`src/rtl/v_multiword_adder_ctrl_pkg.sv`:
```
// v_multiword_adder_ctrl_pkg: shared state encoding and sizing helper for the word-serial adder
//   state_t   : ST_IDLE=1'b0, ST_RUN=1'b1
//   cnt_width : word counter width, max(1, ceil(log2(n)))
package v_multiword_adder_ctrl_pkg;
  typedef enum logic {ST_IDLE = 1'b0, ST_RUN = 1'b1} state_t;
  function automatic int cnt_width(input int n);
    return (n > 1) ? $clog2(n) : 1;
  endfunction
endpackage

```
`src/rtl/v_add_cico.sv`:
```
// v_add_cico: combinational WIDTH-bit adder with carry-in and carry-out
//   a, b : operand words      ci  : carry in
//   sum  : result word        co  : carry out
module v_add_cico #(
  parameter int WIDTH = 8
) (
  input  logic [WIDTH-1:0] a,
  input  logic [WIDTH-1:0] b,
  input  logic             ci,
  output logic [WIDTH-1:0] sum,
  output logic             co
);
  assign {co, sum} = {1'b0, a} + {1'b0, b} + {{WIDTH{1'b0}}, ci};
endmodule

```
`src/rtl/v_multiword_adder_ctrl.sv`:
```
// v_multiword_adder_ctrl: word-serial NWORDS*WIDTH-bit adder controller, LS word first
//   C, CLR              : clock, async active-high reset
//   START, CI           : begin operation (IDLE only), initial carry
//   IN_VALID/IN_READY   : A/B word pair handshake
//   OUT_VALID/OUT_READY : SUM word handshake, with LAST and final CO
//   BUSY, DONE          : operation in progress, pulse after final word leaves
module v_multiword_adder_ctrl
  import v_multiword_adder_ctrl_pkg::*;
#(
  parameter int WIDTH  = 8,
  parameter int NWORDS = 4
) (
  input  logic             C,
  input  logic             CLR,
  input  logic             START,
  input  logic             CI,
  input  logic             IN_VALID,
  output logic             IN_READY,
  input  logic [WIDTH-1:0] A,
  input  logic [WIDTH-1:0] B,
  output logic             OUT_VALID,
  input  logic             OUT_READY,
  output logic [WIDTH-1:0] SUM,
  output logic             LAST,
  output logic             CO,
  output logic             BUSY,
  output logic             DONE
);
  localparam int CW = cnt_width(NWORDS);
  localparam logic [CW-1:0] LAST_IDX = CW'(NWORDS - 1);
  state_t          st;
  logic            carry_reg;
  logic [CW-1:0]   cnt;
  logic            in_done;
  logic [WIDTH-1:0] s;
  logic            c;
  logic            accept;
  logic            last_w;
  v_add_cico #(.WIDTH(WIDTH)) u_add (
    .a  (A),
    .b  (B),
    .ci (carry_reg),
    .sum(s),
    .co (c)
  );
  // A new word may enter only when the output slot is empty or draining this cycle
  assign IN_READY = (st == ST_RUN) & ~in_done & (~OUT_VALID | OUT_READY);
  assign accept   = IN_VALID & IN_READY;
  assign last_w   = cnt == LAST_IDX;
  assign BUSY     = st == ST_RUN;
  always_ff @(posedge C or posedge CLR) begin
    if (CLR) begin
      st        <= ST_IDLE;
      carry_reg <= 1'b0;
      cnt       <= '0;
      in_done   <= 1'b0;
      OUT_VALID <= 1'b0;
      SUM       <= '0;
      LAST      <= 1'b0;
      CO        <= 1'b0;
      DONE      <= 1'b0;
    end else begin
      DONE <= 1'b0;
      if (st == ST_IDLE) begin
        if (START) begin
          st        <= ST_RUN;
          carry_reg <= CI;
          cnt       <= '0;
          in_done   <= 1'b0;
        end
      end else if (accept) begin
        SUM       <= s;
        carry_reg <= c;
        OUT_VALID <= 1'b1;
        LAST      <= last_w;
        CO        <= last_w & c;
        // Hold at the last index so the counter never wraps within an operation
        cnt       <= last_w ? cnt : cnt + CW'(1);
        in_done   <= in_done | last_w;
      end else if (OUT_VALID & OUT_READY) begin
        OUT_VALID <= 1'b0;
        if (LAST) begin
          st   <= ST_IDLE;
          DONE <= 1'b1;
        end
      end
    end
  end
endmodule

```
`config.mk`:
```
export PLATFORM = sky130hd
export DESIGN_NAME = v_multiword_adder_ctrl
export DESIGN_NICKNAME = d
export VERILOG_FILES = /design/src/rtl/v_multiword_adder_ctrl_pkg.sv /design/src/rtl/v_add_cico.sv /design/src/rtl/v_multiword_adder_ctrl.sv
export SDC_FILE = /design/constraint.sdc
export NUM_CORES = 1
export LEC_CHECK = 0
export ABC_CLOCK_PERIOD_IN_PS = 2400
export CORE_MARGIN = 2
export CORE_UTILIZATION = 47
export CTS_BUF_LIST = sky130_fd_sc_hd__clkbuf_4
export CTS_CLUSTER_DIAMETER = 150
export DETAILED_ROUTE_END_ITERATION = 10
export GPL_TIMING_DRIVEN = 0
export PLACE_DENSITY = 0.82
export SLEW_MARGIN = 20
export SYNTH_ARGS = -nofsm -noshare
export SYNTH_HDL_FRONTEND = slang
export SYNTH_HIERARCHICAL = 1
export SYNTH_SLANG_ARGS = --single-unit
```
`constraint.sdc`:
```
create_clock -name C -period 2.4 [get_ports C]
set_input_delay 0.48 -clock C [delete_from_list [all_inputs] [get_ports C]]
set_output_delay 0.48 -clock C [all_outputs]
set_load 0.01 [all_outputs]
```
==> results of run 1 <==
-- how the worst max path moves through the flow --
stage               slack [ps]  cells after the start        to
floorplan                  300                      6    SUM[4]
global placement          -250                      7    SUM[6]
finish                     130                      4  IN_READY
CTS                         40                      7    SUM[4]
global route                70                      7    SUM[6]
detailed placement        -270                      7    SUM[4]
-- cells by family after synthesis --
logic type | count (synthesis) | synth area share [%]
adder cells (fa/ha/maj) | 10 | 13.0
buffers and inverters | 12 | 4.87
multiplexers | 12 | 12.2
flip-flops | 17 | 39.4
AO/OA/AOI/OAI | 19 | 13.7
XOR/XNOR | 4 | 3.25
AND/OR/NAND/NOR | 24 | 13.7
-- layout make-up --
cell class                      instances  share of cell area [%]
Tap cell                               28                    2.33
Inverter                               11                    2.75
Buffer                                  1                   0.750
Multi-Input combinational cell         69                    40.5
Sequential cell                        17                    28.3
Timing Repair Buffer                   35                    23.3
Clock buffer                            4                    2.00
-- Yosys cell counts, types with 3 or more instances --
library cell,count,area [sq um]
ha_1,8,100
nand2_1,7,26.3
mux2_2,9,101
nor3_1,3,15.0
a21oi_1,4,20.0
mux2i_1,3,30.0
dfrtp_1,17,425
inv_1,10,37.5
-- metal layers --
metal / part of all wire (%) / up-vias / track usage, %
li1: - / 431 / -
met1: 46 / 429 / 24.6
met2: 49 / 22 / 31.9
met3: 3.9 / 2 / 2.01
met4: 0.78 / 0 / 7.89
met5: 0 / - / 0
-- cell usage in the layout (no fill, tap or decap), drive strengths merged --
cell type | netlist | layout
mux2 | 9 | 9
nand2b | 2 | 2
o21ai | 1 | 1
clkbuf | 0 | 4
nor2b | 2 | 2
nand3b | 1 | 1
xor2 | 2 | 2
buf | 1 | 1
xnor2 | 2 | 2
a21o | 3 | 3
o21bai | 1 | 1
a21oi | 5 | 5
o211ai | 1 | 1
fa | 2 | 2
o32a | 1 | 1
nor3 | 4 | 4
dfrtp | 17 | 17
ha | 8 | 8
a211oi | 1 | 1
a311o | 2 | 2
o21a | 1 | 1
and2 | 1 | 1
nor2 | 1 | 1
nand3 | 2 | 2
o311a | 1 | 1
o31ai | 1 | 1
clkdlybuf4s50 | 0 | 35
nand2 | 8 | 8
nor4 | 1 | 1
mux2i | 3 | 3
or4 | 1 | 1
inv | 11 | 11
o221a | 1 | 1
nand4 | 1 | 1
-- metrics by stage --
step                utilization (%)  hold slack [ps]
detailed placement             66.9              487
finish                         68.5              499
CTS                            68.2              499
global placement               66.9              470
floorplan                         -              406
global route                   68.5              537
-- timing repair --
action	4_1_cts	5_1_grt
endpoints found under the setup margin	0	4
endpoints found under the hold margin	0	0
resized for setup	0	2
-- where the power goes --
| part | internal (W) | total, W | switching (W) |
|---|---|---|---|
| clock | 0.0000758 | 0.000162 | 0.0000865 |
| combinational | 0.000401 | 0.000661 | 0.000260 |
| sequential | 0.000411 | 0.000494 | 0.0000828 |
| total | 0.000888 | 0.00132 | 0.000429 |
-- critical path, stage by stage --
cell and delay (ps):
clkdlybuf4s50_1 530, nor2b_4 80, nor3_1 130, clkdlybuf4s50_1 560
==> run metrics, run 1 <==
Avg Cell Area, Syn 11.0 sq um; reg2reg start carry_reg; Fillers 166; Clock Sinks 17; Initial Utilization 49.3%; syn nets 130; wire length per cell 13.2 um; final slew viol count 0; Critical Path Fanout Max 5; Largest register FFs 8; post-route minimum period 2270 ps; chip height 51.9 um; CTS Buffer Depth 2; DRT Wirelength 2170 um; Reg2Reg Capture Point SUM[4]; Post-synth EDFFs 0; Period Utilization, post-route 94.4%; Post-CTS Setup Bufs 0; CTS tree done; Final ANT Viol Nets 0; number of vias per cell 5.36; first-pass GRT wire length 3870 um; CP arrival 1790 ps; drt drc 0; post-route worst setup slack 135 ps; footprint of the multi-input gates 608 sq um; Power per Cell Area 877 nW/um^2; dpl cell area 1470 sq um; vias 884; Distinct cells, synth 38; CP required 1920 ps; max frequency 0.441 GHz; setup_tns 0 ps; largest net degree at the start of global routing 18; Hold Path Depth 1; area grow syn2layout 39.0%; core area 2190 sq um; Reg with most FFs SUM; reg-to-reg slack, setup 410 ps; max_slew headroom 57.0%; clock slew at reported path FFs 90 ps; async set-or-reset flop fraction in the synthesized netlist 100%; IO Pins 36; placed cell count 161; Cell Area, Synth 1080 sq um; status finished clean; Hold EP cnt[0]; biggest regs SUM: 8 flops, cnt: 2 flops; drt first pass iters 4; ANT cells 0; Die ar. 2700 sq um; CTS Buf Count 3; # setup viols final 0; Clock Latency Late Sink 280 ps; Yosys warnings 6; RePlAce Congestion 0.736; Initial DRC Count 13; Final Hold Violating Endpoints 0; hold_buf cts 0; Cells after Synth 98; Layout Skew 2.34 ps; Total GRT Usage 18.9%; fraction of layout cells with a size suffix above 1 18.2%; fin area 1500 sq um; Worst setup EP type primary output; Placement Rows 17; Final nets 170; Worst Reg2Reg Path Length in Cells 6; Register Area 425 sq um; Remaining Overflow, GRT 0; startpoint types input port; Leak Pwr 0.662 nW; Worst Hold Class reg2reg; antenna violations before repair 0; worst vdd ir 0.619 mV; Die Width 51.9 um; dpl hpwl 1740 um; Setup WS pre-CTS -272 ps; Synth Flop Type dfrtp_1; share of the yosys chip area belonging to registers 39.4%; vias in the first global route 909; worst setup path class in2out; Synth Register Bits 17; Power Total 0.00132 W; IO Port Bufs 35; RSZ-0062 raised after global routing no; HP Start cnt[0]; H-tree lvl count 1; MaxCap Viol Count 0; Finished Layout Cells 165; Worst-Margin Slew 644 ps; Crit. Startpoint OUT_READY; CTS Root Cell clkbuf_4
Note: power is estimated with default switching activity, not from simulation.
==> inputs of run 2 (changes only) <==
--- a/config.mk
+++ b/config.mk
@@ -12,7 +12,7 @@
 export CTS_CLUSTER_DIAMETER = 150
 export DETAILED_ROUTE_END_ITERATION = 10
 export GPL_TIMING_DRIVEN = 0
-export PLACE_DENSITY = 0.82
+export PLACE_DENSITY = 0.91
 export SLEW_MARGIN = 20
 export SYNTH_ARGS = -nofsm -noshare
 export SYNTH_HDL_FRONTEND = slang
==> run metrics, run 2 (synthesis results as in run 1) <==
status finished clean; Reg2Reg Capture Point SUM[4]; Clock Sinks 17 (unchanged); hold_buf cts 0 (unchanged); max_slew headroom 58.6% (+1.5 points); final slew viol count 0 (unchanged); Worst-Margin Slew 621 ps (-23.2 ps); IO Pins 36 (unchanged); post_cts resized 0 (unchanged); Comb pwr share 50.3% (about the same); footprint of the multi-input gates 606 sq um (-0.41%); CTS Buffer Depth 2 (unchanged); max frequency 0.425 GHz (-3.7%); core area 2190 sq um (unchanged); CTS Buf Count 3 (unchanged); RePlAce Congestion 0.710 (-3.6%); internal power 0.000887 W (about the same); startpoint types input port; dpl hpwl 1820 um (+4.4%); CTS tree done; Layout Skew 3.43 ps (+1.09 ps); Remaining Overflow, GRT 0 (unchanged); Critical Path Fanout Max 2 (-3); Initial DRC Count 9 (-4); Power Total 0.00133 W (+0.64%); IO Port Bufs 35 (unchanged); CTS Root Cell clkbuf_4; chip height 51.9 um (unchanged); most frequent cells in the layout clkdlybuf4s50_1 (35), dfrtp_1 (17), inv_1 (10); Register Area 425 sq um (unchanged); Final nets 170 (unchanged); Final ANT Viol Nets 0 (unchanged); Reg with most FFs SUM; Final Hold Violating Endpoints 0 (unchanged); Worst Hold Class reg2reg; HP Start cnt[0]; switching power 0.000438 W (+2.0%); dpl cell area 1470 sq um (unchanged); Period Utilization, post-route 98.0% (+3.6 points); fin area 1500 sq um (-0.17%); Worst setup EP type register; Die Width 51.9 um (unchanged); worst vdd ir 0.643 mV (+3.9%); number of vias per cell 5.36 (+0.11%); H-tree lvl count 1 (unchanged); wire length per cell 13.5 um (+2.8%); largest net degree at the start of global routing 18 (unchanged); MaxCap Viol Count 0 (unchanged); Reg power frac 37.5% (about the same); vias in the first global route 869 (-4.4%); CP arrival 2540 ps (+750 ps); Hold EP cnt[0]; Worst Reg2Reg Path Length in Cells 6 (unchanged); RSZ-0062 raised after global routing no; Hold Path Depth 1 (unchanged); Clock Power Share 12.2% (about the same); Clock Latency Late Sink 290 ps (about the same); most common cell after layout, fill and taps aside clkdlybuf4s50_1; fraction of layout cells with a size suffix above 1 17.5% (-0.73 points); first-pass GRT wire length 3660 um (-5.3%); drt drc 0 (unchanged); Power per Cell Area 884 nW/um^2 (+0.81%); Die ar. 2700 sq um (unchanged); ANT cells 0 (unchanged); Initial Utilization 49.3% (unchanged); Post-CTS Setup Bufs 0 (unchanged); reg2reg start carry_reg; DRT Wirelength 2240 um (+2.8%); hold_ws 501 ps (+2.32 ps); placed cell count 161 (unchanged); Fillers 165 (-0.60%); Total GRT Usage 18.6% (-0.31 points); # setup viols final 0 (unchanged); switching share of power 33.0% (+0.45 points); Largest register FFs 8 (unchanged); drt first pass iters 4 (unchanged); Leak Pwr 0.662 nW (+0.12%); Placement Rows 17 (unchanged); antenna violations before repair 0 (unchanged); clock slew at reported path FFs 90 ps (about the same); biggest regs SUM: 8 flops, cnt: 2 flops; reg-to-reg slack, setup 320 ps (-90 ps); CP required 2580 ps (+660 ps); vias 885 (+0.11%); area grow syn2layout 38.8%; post-route minimum period 2350 ps (+86.6 ps); worst setup path class in2reg; Finished Layout Cells 165 (unchanged)
run 2: worst max-delay path by stage:
| stage | startpoint | to | slack (ps) | cells after the start |
|---|---|---|---|---|
| floorplan | A[0] | SUM[4] | 300 | 6 |
| finish | A[0] | SUM[4] | 50 | 7 |
| global placement | A[0] | SUM[4] | -240 | 7 |
| CTS | A[0] | SUM[4] | 20 | 7 |
| global route | A[0] | SUM[4] | 10 | 7 |
| detailed placement | A[0] | SUM[4] | -280 | 7 |
run 2: routing by layer:
layer	part of all wire (%)	vias to the layer above	GRT usage, %
li1	-	429	-
met2	50	31	33.1
met4	1.6	0	4.82
met5	0	-	0
met3	5.9	6	5.75
met1	42	419	21.4
run 2: area by class of cell:
class	count	share of cell area, %
multi-input cells	69	40.4
flip-flops and latches	17	28.4
repair buffers	35	23.4
inverters	11	2.75
well taps	28	2.34
clock buffers	4	2.00
plain buffers	1	0.751
run 2: stage by stage:
step           worst slack (ps)  util, %  TNS, ps
2_1_floorplan               304        -        0
3_3_place_gp               -238     66.9     -891
4_1_cts                    19.5     68.2        0
5_1_grt                    10.2     68.4        0
3_5_place_dp               -284     66.9    -1060
6_report                   48.1     68.4        0
run 2: worst max-delay path, stage by stage:
cell and delay [ps]:
clkdlybuf4s50_1 440, fa_1 480, fa_1 430, a21oi_2 190, o21bai_1 100, xor2_1 150, mux2_2 270
run 2: power by group through the flow:
stage,registers [W],clock network [W],logic [W]
2_1_floorplan,0.000532,0,0.000325
3_3_place_gp,0.000495,0,0.000644
3_5_place_dp,0.000501,0,0.000671
4_1_cts,0.000497,0.000164,0.000674
5_1_grt,0.000518,0.000179,0.000724
6_report,0.000497,0.000161,0.000667
